`config.mk`:
```
export PLATFORM = sky130hd
export DESIGN_NAME = vc_switch_alloc
export DESIGN_NICKNAME = d
export VERILOG_FILES = /design/src/rtl/vc_switch_alloc.sv
export SDC_FILE = /design/constraint.sdc
export NUM_CORES = 1
export LEC_CHECK = 0
export BUFFER_PORTS_ARGS = -buffer_cell sky130_fd_sc_hd__buf_2
export CAP_MARGIN = 20
export CORE_MARGIN = 5
export CORE_UTILIZATION = 44
export CTS_CLUSTER_SIZE = 30
export DETAILED_ROUTE_END_ITERATION = 8
export GPL_TIMING_DRIVEN = 0
export PLACE_DENSITY = 0.75
export SYNTH_ARGS = -nofsm -noshare
export SYNTH_HDL_FRONTEND = slang
export SYNTH_SLANG_ARGS = --single-unit
```
`constraint.sdc`:
```
create_clock -name clk -period 2.9 [get_ports clk]
set_clock_uncertainty 0.2 [all_clocks]
set_input_delay 0.29 -clock clk [delete_from_list [all_inputs] [get_ports clk]]
set_output_delay 0.29 -clock clk [all_outputs]
set_load 0.05 [all_outputs]
```
`src/rtl/vc_switch_alloc.sv`:
```
// vc_switch_alloc: locks the output port to one virtual channel for a whole
// packet, forwards flits against a downstream credit counter and releases on
// the tail flit or when the packet-length watchdog expires.
module vc_switch_alloc #(
  parameter int NUM_VC      = 8,
  parameter int CREDIT_MAX  = 4,
  parameter int MAX_PKT_LEN = 16
) (
  input  logic              clk,
  input  logic              rst,
  input  logic              req_any,
  input  logic [2:0]        req_vc,
  input  logic [NUM_VC-1:0] vc_flit_valid,
  input  logic [NUM_VC-1:0] vc_flit_tail,
  input  logic              credit_ret,
  output logic              grant_valid,
  output logic [2:0]        grant_vc,
  output logic [NUM_VC-1:0] flit_pop,
  output logic [2:0]        credits,
  output logic              busy,
  output logic              err_credit,
  output logic              err_len
);

  typedef enum logic {IDLE, LOCKED} state_t;

  state_t            state;
  logic [2:0]        grantVc;
  logic [7:0]        flitCnt;
  logic [2:0]        creditCnt;
  logic              errCredit;
  logic              errLen;
  logic [NUM_VC-1:0] vcSel;
  logic              selValid;
  logic              selTail;
  logic              pop;
  logic              wdHit;

  // One-hot decode of the locked VC; indexing through a mask keeps an
  // out-of-range grantVc harmless when NUM_VC < 8.
  for (genvar i = 0; i < NUM_VC; i++) begin : g_sel
    assign vcSel[i] = (grantVc == 3'(i));
  end

  assign selValid = |(vc_flit_valid & vcSel);
  assign selTail  = |(vc_flit_tail & vcSel);

  // Zero credits blocks the pop, so the counter can never underflow.
  assign pop   = (state == LOCKED) && selValid && (creditCnt != 3'd0);
  assign wdHit = (flitCnt + 8'd1) == 8'(MAX_PKT_LEN);

  assign flit_pop    = pop ? vcSel : '0;
  assign grant_valid = (state == LOCKED);
  assign busy        = (state == LOCKED);
  assign grant_vc    = grantVc;
  assign credits     = creditCnt;
  assign err_credit  = errCredit;
  assign err_len     = errLen;

  // Lock FSM: sample the chain in IDLE, hold the VC until tail or watchdog.
  always_ff @(posedge clk or posedge rst) begin
    if (rst) begin
      state   <= IDLE;
      grantVc <= 3'd0;
      flitCnt <= 8'd0;
      errLen  <= 1'b0;
    end else begin
      case (state)
        IDLE: begin
          if (req_any) begin
            grantVc <= req_vc;
            flitCnt <= 8'd0;
            state   <= LOCKED;
          end
        end
        LOCKED: begin
          if (pop) begin
            flitCnt <= flitCnt + 8'd1;
            if (selTail) begin
              state <= IDLE;
            end else if (wdHit) begin
              state  <= IDLE;
              errLen <= 1'b1;
            end
          end
        end
        default: state <= IDLE;
      endcase
    end
  end

  // Credit counter persists across packets; a return at the ceiling is
  // dropped and flagged.
  always_ff @(posedge clk or posedge rst) begin
    if (rst) begin
      creditCnt <= 3'(CREDIT_MAX);
      errCredit <= 1'b0;
    end else if (pop && !credit_ret) begin
      creditCnt <= creditCnt - 3'd1;
    end else if (!pop && credit_ret) begin
      if (creditCnt == 3'(CREDIT_MAX)) errCredit <= 1'b1;
      else                             creditCnt <= creditCnt + 3'd1;
    end
  end

endmodule

```
### Word level (Yosys, flattened, before mapping)

Cells that the tools add are included.

| storage, ports and cells | value |
|---|---|
| register bits | 17 |
| input bits | 23 |
| output and inout port bits | 18 |
| word-level logic and storage cells | 54 |

| operators by class | value |
|---|---|
| $add $sub $neg | 3 |
| equality and inequality tests | 12 |
| multiplexer cells | 12 |
| bitwise logic cells | 5 |
| reduce and logical (&&, ||, !) cells | 16 |

Operator list:

| kind | count |
|---|---|
| $mux W8 | 3 |
| $and A8 B8 Y8 | 2 |
| $pmux W8 S2 | 1 |
| $reduce_or A8 Y1 | 2 |
| $eq A3 B3 Y1 const B | 5 |
| $mux W3 | 3 |
| $add A8 B1 Y8 const B | 1 |
| $eq A8 B5 Y1 const B | 1 |
| $eq A3 B2 Y1 const B | 2 |
| $reduce_and A2 Y1 | 3 |
| $logic_and A1 B1 Y1 | 4 |
| $mux W1 | 4 |
| $ne A2 B2 Y1 const B | 2 |
| $reduce_and A4 Y1 | 1 |
| $add A3 B1 Y3 const B | 1 |
| $eq A3 B1 Y1 const B | 1 |
| $logic_not A3 Y1 | 1 |
| $not A1 Y1 | 3 |
| $reduce_and A3 Y1 | 1 |
| $reduce_bool A3 Y1 | 1 |
| $sub A3 B1 Y3 const B | 1 |
| $logic_not A1 Y1 | 2 |
| $ne A2 B1 Y1 const B | 1 |
| $pmux W1 S2 | 1 |
| $reduce_bool A2 Y1 | 1 |

### Logic depth before layout (Yosys ltp)

Gate-level depths: netlist of the first run.

| logic depth | value |
|---|---|
| depth in word-level cells | 9 |
| depth in mapped cells | 13 |
| depth with buffers taken out | 11 |

### Worst setup path before layout of the first run

No wires, ideal clock.

| timing | value |
|---|---|
| path type | register -> output |
| start | reg grantVc[0], in the netlist grant_vc[0] |
| end | out flit_pop[2] |
| arrival | 3.097 ns |
| data required time | 2.410 ns |
| slack | -0.687 ns |
| cell stages (with the launch flop) | 7 |
| buffers on the path | 2 |
| path through | dfrtp_1 -> buf_6 -> mux2_4 -> mux4_2 -> buf_6 -> nand2_8 -> nor4b_1 |

| between the ends | value |
|---|---|
| word-level cells in the longest chain between the ends | 6 |
| elaborated cells on any way between the ends | 13 |
| classes of those cells | 7 x eq/ne; 1 x mux; 1 x bitwise; 4 x reduce/logical |

RTL lines:

| element | line | RTL |
|---|---|---|
| start: declaration | 28 | `logic [2:0] grantVc;` |
| start signal: assignment | 71 | `grantVc <= req_vc;` |
| $eq A3 B1 Y1, or another cell as far along | 42 | `assign vcSel[i] = (grantVc == 3'(i));` |
| $and A8 B8 Y8 | 45 | `assign selValid = \|(vc_flit_valid & vcSel);` |
| $reduce_or A8 Y1 | 45 |  |
| $logic_and A1 B1 Y1 (2 in series) | 49 | `assign pop = (state == LOCKED) && selValid && (creditCnt != 3'd0);` |
| $mux W8 (*) | 52 | `assign flit_pop = pop ? vcSel : '0;` |
| end: declaration | 18 | `output logic [NUM_VC-1:0] flit_pop,` |

Mark *: on every way between the ends. The rest lies on a longest branch, timed or not.

### Final worst setup path of the first run

| timing | value |
|---|---|
| start | reg grantVc[0], in the netlist grant_vc[0] |
| end | reg creditCnt[2], in the netlist credits[2] |

| between the ends | value |
|---|---|
| word-level cells in the longest chain between the ends | 9 |
| elaborated cells on any way between the ends | 19 |
| classes of those cells | 8 x eq/ne; 1 x mux; 1 x bitwise; 9 x reduce/logical |

RTL lines:

| element | line | RTL |
|---|---|---|
| $eq A3 B1 Y1, or another cell as far along | 42 |  |
| $and A8 B8 Y8 (*) | 45 |  |
| $reduce_or A8 Y1 (*) | 45 |  |
| $logic_and A1 B1 Y1 (*) (2 in series) | 49 |  |
| $logic_not A1 Y1 | 100 | `end else if (!pop && credit_ret) begin` |
| $logic_and A1 B1 Y1 | 100 |  |
| $reduce_bool A2 Y1 (no line) | n/a |  |
| $reduce_and A2 Y1 (no line) | n/a |  |
| end signal: assignment | 96 | `creditCnt <= 3'(CREDIT_MAX);` |
| end signal: assignment | 99 | `creditCnt <= creditCnt - 3'd1;` |
| end signal: assignment | 102 | `else creditCnt <= creditCnt + 3'd1;` |
| end: declaration | 30 | `logic [2:0] creditCnt;` |

Marked as above.
A chain may end at the register's enable or synchronous reset.

==> results.md, run 1 <==
- The tightest min-delay check is of the in -> reg type.
- Global routing consumed, over all layers together, 16.7% of the routing resources.
- The number of max-slew violations in the final report came to 0.
- The yosys synthesis warning count is 0.
- The clock latency reported for the late side of the worst-skew pair is 290 ps.
- The end-of-flow core utilization is 59.0%.
- The number of clock buffers added by TritonCTS is 3.
- Summing all multi-input logic gate instances after layout gives 672 sq um.
- CTS placed an instance of clkbuf_4 at the clock tree root.
- The most common flop cell mapped by yosys is dfrtp_1.
- The most common cell in the synthesized netlist is dfrtp_1.
- Synthesis produced a netlist with a net count of 143.
- Synthesis inferred 17 register bits.
- The commonest cells after synthesis are dfrtp_1, nand2_1, inv_1, mux2i_1.
- The count of buffers added on input and output ports is 40.
- The critical-path cell with the highest stage delay is mux4_2.
- In the post-synthesis netlist, the biggest area contributors are dfrtp_1, mux4_2, mux2i_1.
- In this run the cell area of the synthesized design comes to 1160 sq um.
- The number of antenna diodes in the final layout is 0.
- The tool flagged a number of max-cap violations equal to 0.
- The maximum vdd drop is 0.000898 V.
- The clock tree from TritonCTS is built.
- The routability congestion estimate is 0.863.
- The relative contribution of the clock network to total power is 6.9%.
- The final setup violation count is 0.
- The register area share after synthesis is 36.8%.
- The share of the synthesized area in the top cell type is 34.5%.
- Synthesis handed over a netlist of 116 instances.
- The final hold violation count was 0.
- The worst pin sits at a relative slew slack of 56.8%.
- The number of nets in the layout is 192.
- The number of DRC markers after the initial detailed-route iteration is 36.
- The net switching fraction of the power is 53.8%.
- For this run, the detailed router's first-pass iteration total came to 4.
- After detailed routing, the average wire length per cell comes to 15.1 um.
- For this run, the top clock speed supported by timing is 355 MHz.
- The register cell area after layout is 428 sq um.
- The CTS clock-pin slew for the worst setup and hold paths is 100 ps.
- A synthesized cell averages 10.0 sq um.
- The count of cell types in the netlist is 39.
- The arrival time of data at the critical path endpoint is 2830 ps.
- The worst setup path is launched from a flip-flop.
- Once the floorplan was initialized, standard cells occupied 46.4% of the core.
- The total chip power is 1.83 mW.
- In this run, the combinational gates consume 69.1% of the power.
- The pin count of the biggest net entering global routing is 18.
- Clock tree synthesis found a total of 17 sinks.
- The routed design has 2930 um of wire.
- Dividing total power by cell area gives a power density of 1240 nW/um^2.
- The width of the die is 61.3 um.
- The signal on the critical path passes through buf_6 -> mux2_4 -> mux4_2 -> buf_8 -> nand2_8 -> inv_4 -> ha_2 -> inv_2 -> fa_1 -> nor2_1 -> nand2b_1 -> a21oi_2 -> a21oi_1.
- The global-route congestion overflow total is 0.
- The largest stage delay on the critical path is 500 ps.
- Cells with a size suffix above 1 make up 41.5% of the layout.
- In this run the number of H-tree levels came out at 1.
- The number of global-route vias before repair was 1019.
- The synthesized design contains 0 enable-type register cells.
- The flow ran to the end, and the final reports show no timing, DRC or antenna violations.
- After detailed routing, the number of remaining DRC violations is 0.
- In this run the deepest clock path goes through 2 buffers.
- The critical path is of the reg -> reg type.
- The die covers 3760 sq um.
- The leakage power figure is 0.714 nW.
- The floorplan step set the die height to 61.3 um.
- The endpoint required time on the critical path is 2920 ps.
- The post-synthesis cell type with the largest combined area is dfrtp_1.
- Sequential cells burn 24.0% of the power.
- Cell internal power was estimated by the tool at 0.847 mW.
- The routed layout has 1084 vias.
- In the routed layout, each cell is associated on average with a via count of 5.59.
- From synthesis to final layout, the design area changed by 27.1%.
- The kind of capture point of the worst setup path is a flip-flop.
- The worst path in the final design needs a cycle of 2820 ps, including I/O delays and setup.
- In this run the power spent charging and discharging nets is 0.986 mW.
- The placeable core area is 2500 sq um.
- The half-perimeter wire length after placement is 2210 um.
- For the pin with the worst max-slew slack, the measured transition is 647 ps.
- In this run the count of I/O pins placed on the die edge is 41.
- The placement row count is 18.
- Counting flops with an async set or reset pin after synthesis yields a share of 100%.
- The number of antenna-violating nets in the routed design is 0.
- In this run the worst path has a maximum fanout of 10.
- The final critical path takes up 97.1% of the cycle.
- The global-route wire length before repair is 4590 um.
- The number of antenna violations at the first check in global routing is 0.
- Fill cells in the final layout number 210.
[layout make-up]
cell class	count	share of cell area, %
flip-flops and latches	17	29.0
well taps	30	2.55
plain buffers	7	3.31
clock buffers	4	1.78
inverters	7	1.95
repair buffers	44	15.8
multi-input cells	85	45.6
[final timing paths]
check,slack (ps),cells past startpoint,to,start
min reg2reg,280,1,err_len$_DFFE_PP0P_,err_len$_DFFE_PP0P_
max in group asynchronous,1600,3,grant_vc[0]$_DFFE_PP0P_,rst
min in group asynchronous,430,3,credits[0]$_DFFE_PP0P_,rst
max,80,13,credits[2]$_DFFE_PP1P_,grant_vc[0]$_DFFE_PP0P_
min,30,2,grant_vc[1]$_DFFE_PP0P_,req_vc[1]
max reg2reg,80,13,credits[2]$_DFFE_PP1P_,grant_vc[0]$_DFFE_PP0P_
[repair_timing]
action | CTS | global route
setup endpoints to repair | 0 | 7
hold endpoints to repair | 16 | 0
setup buffers | 0 | 3
resized for setup | 0 | 5
hold buffers | 1 | 0
[power groups by stage]
stage | Sequential [mW] | Combinational (mW) | Clock [mW]
finish | 0.439 | 1.27 | 0.126
global route | 0.458 | 1.35 | 0.145
CTS | 0.438 | 1.20 | 0.134
detailed placement | 0.443 | 1.19 | 0
global placement | 0.435 | 1.15 | 0
floorplan | 0.617 | 0.755 | 0
[worst max-delay path: cells and delay by family (launching register included)]
| family | cells | cell delay, ps |
|---|---|---|
| adders and majority gates | 2 | 370 |
| muxes | 2 | 800 |
| AOI/OAI and AO/OA | 2 | 190 |
| buffers and inverters | 4 | 450 |
| DFF | 1 | 440 |
| and+or+nand+nor | 3 | 290 |
[metrics by stage]
step	setup slack (ps)	TNS [ps]	instances	cell area, sq um	hold WS, ps
CTS	16.5	0	191	1440	19.4
global route	-5.59	-5.59	194	1470	18.7
finish	83.3	0	194	1470	28.8
floorplan	-669	-2420	116	1170	15.3
detailed placement	48.1	0	186	1400	213
global placement	110	0	186	1400	205
[cell usage in the layout, fill, tap and decap left out, drive strengths merged, types with 2 or more instances in the layout]
master and instances:
buf 46, dfrtp 16, nand2 15, clkbuf 8, inv 7, mux2 7
mux2i 6, nor2 5, o21ai 5, nand3 4, nor3 4, a21oi 4
nor3b 4, mux4 3, ha 3, nand2b 2, nor4 2, a41o 2
o31ai 2, nand4 2, a31oi 2, nor4b 2, o211ai 2
[logic make-up (layout without fill, tap and decap cells)]
kind of cell / count (synthesis) / after routing / share of synthesized area (%)
fa+ha+maj: 4 / 4 / 4.96
simple gates: 42 / 42 / 20.0
flops: 17 / 17 / 36.8
buf+inv: 14 / 62 / 6.36
mux: 16 / 16 / 18.1
compound gates: 23 / 23 / 13.8
[layer usage]
metal / vias to the layer above / share of wire (%) / wire length (um) / track usage (%)
met5: - / 0 / 0 / 0
met4: 0 / 3.4 / 98 / 10.6
met3: 10 / 8.5 / 248 / 3.35
met2: 44 / 47 / 1370 / 26.9
met1: 506 / 41 / 1200 / 20.4
li1: 524 / - / - / -
[flip-flops by register name, indices dropped and copies added, names as in the netlist]
| name | flops |
|---|---|
| flitCnt | 8 |
| credits | 3 |
| grant_vc | 3 |
| busy | 1 |
| err_credit | 1 |
| err_len | 1 |
Power figures use the tool's default switching activity.
==> inputs of run 2 (changes only) <==
--- a/config.mk
+++ b/config.mk
@@ -8,11 +8,11 @@
 export BUFFER_PORTS_ARGS = -buffer_cell sky130_fd_sc_hd__buf_2
 export CAP_MARGIN = 20
 export CORE_MARGIN = 5
-export CORE_UTILIZATION = 44
+export CORE_UTILIZATION = 53
 export CTS_CLUSTER_SIZE = 30
 export DETAILED_ROUTE_END_ITERATION = 8
 export GPL_TIMING_DRIVEN = 0
-export PLACE_DENSITY = 0.75
+export PLACE_DENSITY = 0.84
 export SYNTH_ARGS = -nofsm -noshare
 export SYNTH_HDL_FRONTEND = slang
 export SYNTH_SLANG_ARGS = --single-unit
==> constraint.sdc (replaced) <==
create_clock -name clk -period 3.24 [get_ports clk]
set_clock_uncertainty 0.2 [all_clocks]
set_input_delay 0.324 -clock clk [delete_from_list [all_inputs] [get_ports clk]]
set_output_delay 0.324 -clock clk [all_outputs]
set_load 0.05 [all_outputs]
==> results.md, run 2 (synthesized netlist as in run 1, its figures left out) <==
- The run finished with clean final reports.
- The endpoint required time on the critical path is 3270 ps.
- In this run the deepest clock path goes through 2 buffers.
- Counting cells, the worst reg-to-reg path comes to 13.
- The analysis attributes to cell leakage a power of 0.699 nW.
- The number of inserted diodes is 0.
- The die area is 3220 sq um.
- The placement row count is 17.
- In this run the number of H-tree levels came out at 1.
- The number of antenna violations at the first check in global routing is 0.
- The number of search-and-repair iterations in the first detailed-routing pass is 4.
- Derived from the worst setup path, the maximum achievable clock frequency is 336 MHz.
- The number of max-cap violations is 0.
- The half-perimeter wire length after placement is 2290 um.
- The highest fanout seen on the critical path is 10.
- The register name with the most flops is flitCnt.
- The smallest hold slack is 47.1 ps.
- The relative area change from synthesis to final layout is 23.4%.
- The number of global-route vias before repair came to 1140.
- The number of DRC markers after the initial detailed-route iteration is 33.
- After clock tree synthesis, the flow added hold-fix buffers numbering 1.
- TritonCTS built the clock tree.
- STA classifies the critical path endpoint as a flip-flop.
- IR analysis of the VDD net gives a maximum drop of 0.000701 V.
- At the later pin of the worst-skew pair, clock insertion delay measures 300 ps.
- The tree built by TritonCTS fans out to 17 sinks.
- TritonCTS created 3 clock buffers.
- The global-route usage over all layers is 19.5%.
- The total chip power is 1.57 mW.
- The flip-flop count of the largest register after layout is 8.
- The final hold violation count is 0.
- The die is 56.8 um tall.
- Setup violations remaining at the end of the flow were counted as 0.
- The global-route wire length before repair is 4930 um.
- In the layout the commonest cells are buf_2, dfrtp_1, nand2_1.
- The routed wire length is 2870 um.
- The post-route fraction of the period consumed by the critical path is 91.7%.
- The congestion estimate from routability-driven global placement came to 0.859.
- The filler cells instantiated in the layout total 183.
- Setup repair after global routing left no endpoint under its margin.
- The headroom to the max-slew limit is 57.8%.
- The detailed router placed 1087 vias in this run.
- The actual transition at the worst max-transition pin is 632 ps.
- At the end of the flow, the number of nets in the layout was 189.
- The most common library cell in the layout ignoring fill and taps is buf_2.
- For this run the aggregate overflow at the end of global routing stands at 0.
- The worst hold path passes through 2 cells.
- The number of vias per cell is 5.75.
- The power per cell area is 1100 nW/um^2.
- In the routed design, unresolved DRC markers number 0.
- The type of the tightest min-delay check is in -> reg.
- The number of antenna-violating nets in the routed design is 0.
- The arrival time of data at the critical path endpoint is 3000 ps.
- Post-CTS repair changed the size of 0 cells.
- Once layout is complete, the utilization of the core stands at 66.6%.
- Buffers placed on the I/O ports in this run total 40.
- The effective utilization at floorplan is 54.0%.
- The final critical-path required period is 2970 ps.
- After detailed routing, the average wire length per cell comes to 15.2 um.
- The placeable core area is 2150 sq um.
- The ratio of cells with drive above 1 in the final layout is 36.6%.
- The CTS clock-pin slew for the worst setup and hold paths is 100 ps.
- Post-CTS timing repair inserted 0 buffers for setup.
- The number of max-slew violations in the final report came to 0.
- The cell at the root of the clock tree is clkbuf_4.
- STA classifies the critical path startpoint as a flip-flop.
- The I/O pin total is 41.
- The pin count of the biggest net entering global routing is 18.
- The width of the die is 56.8 um.
- The type of the worst setup path is reg -> reg.
## run 2: cell count changes in the layout (fill, tap and decap cells not counted), sizes merged
cell / delta
buf: -3
## run 2: worst paths after layout
| check | startpoint | end | slack (ps) |
|---|---|---|---|
| max | grant_vc[0]$_DFFE_PP0P_ | credits[2]$_DFFE_PP1P_ | 270 |
| max reg2reg | grant_vc[0]$_DFFE_PP0P_ | credits[2]$_DFFE_PP1P_ | 270 |
| max in group asynchronous | rst | credits[0]$_DFFE_PP0P_ | 1990 |
| min in group asynchronous | rst | err_credit$_DFFE_PP0P_ | 420 |
| min reg2reg | err_credit$_DFFE_PP0P_ | err_credit$_DFFE_PP0P_ | 270 |
| min | req_vc[2] | grant_vc[2]$_DFFE_PP0P_ | 50 |
## run 2: power by group
part	switching (mW)	internal [mW]
sequential	0.0965	0.296
combinational	0.698	0.364
clock	0.0682	0.0481
## run 2: worst max-delay path: stages, from the launching register on
cell	delay (ps)
dfrtp_1	420
buf_6	180
mux2_1	340
mux4_2	480
buf_6	170
nand2_8	90
inv_4	50
ha_1	200
inv_1	110
fa_1	200
nor2_1	60
nand2b_1	150
a21oi_1	190
a21oi_1	60
## run 2: metal layers
layer | vias to the layer above | part of all wire, % | GRT usage [%]
met1 | 500 | 37 | 19.7
met4 | 0 | 3.0 | 11.9
met3 | 9 | 10 | 6.67
met5 | - | 0 | 0
met2 | 58 | 50 | 34.0
li1 | 520 | - | -
## run 2: stage by stage
step,TNS (ps),instances,setup slack [ps],cell area [sq um]
floorplan,-974,116,-381,1160
global placement,0,184,435,1400
detailed placement,0,184,279,1400
CTS,0,189,260,1430
global route,0,189,109,1430
finish,0,189,268,1430
## run 2: final cells by class
class / count / area (sq um) / share of cell area [%]
Multi-Input combinational cell: 85 / 659 / 46.1
Sequential cell: 17 / 427 / 29.8
Timing Repair Buffer: 41 / 210 / 14.7
Buffer: 7 / 45.0 / 3.15
Tap cell: 28 / 35.0 / 2.45
Inverter: 7 / 28.8 / 2.01
Clock buffer: 4 / 26.3 / 1.84
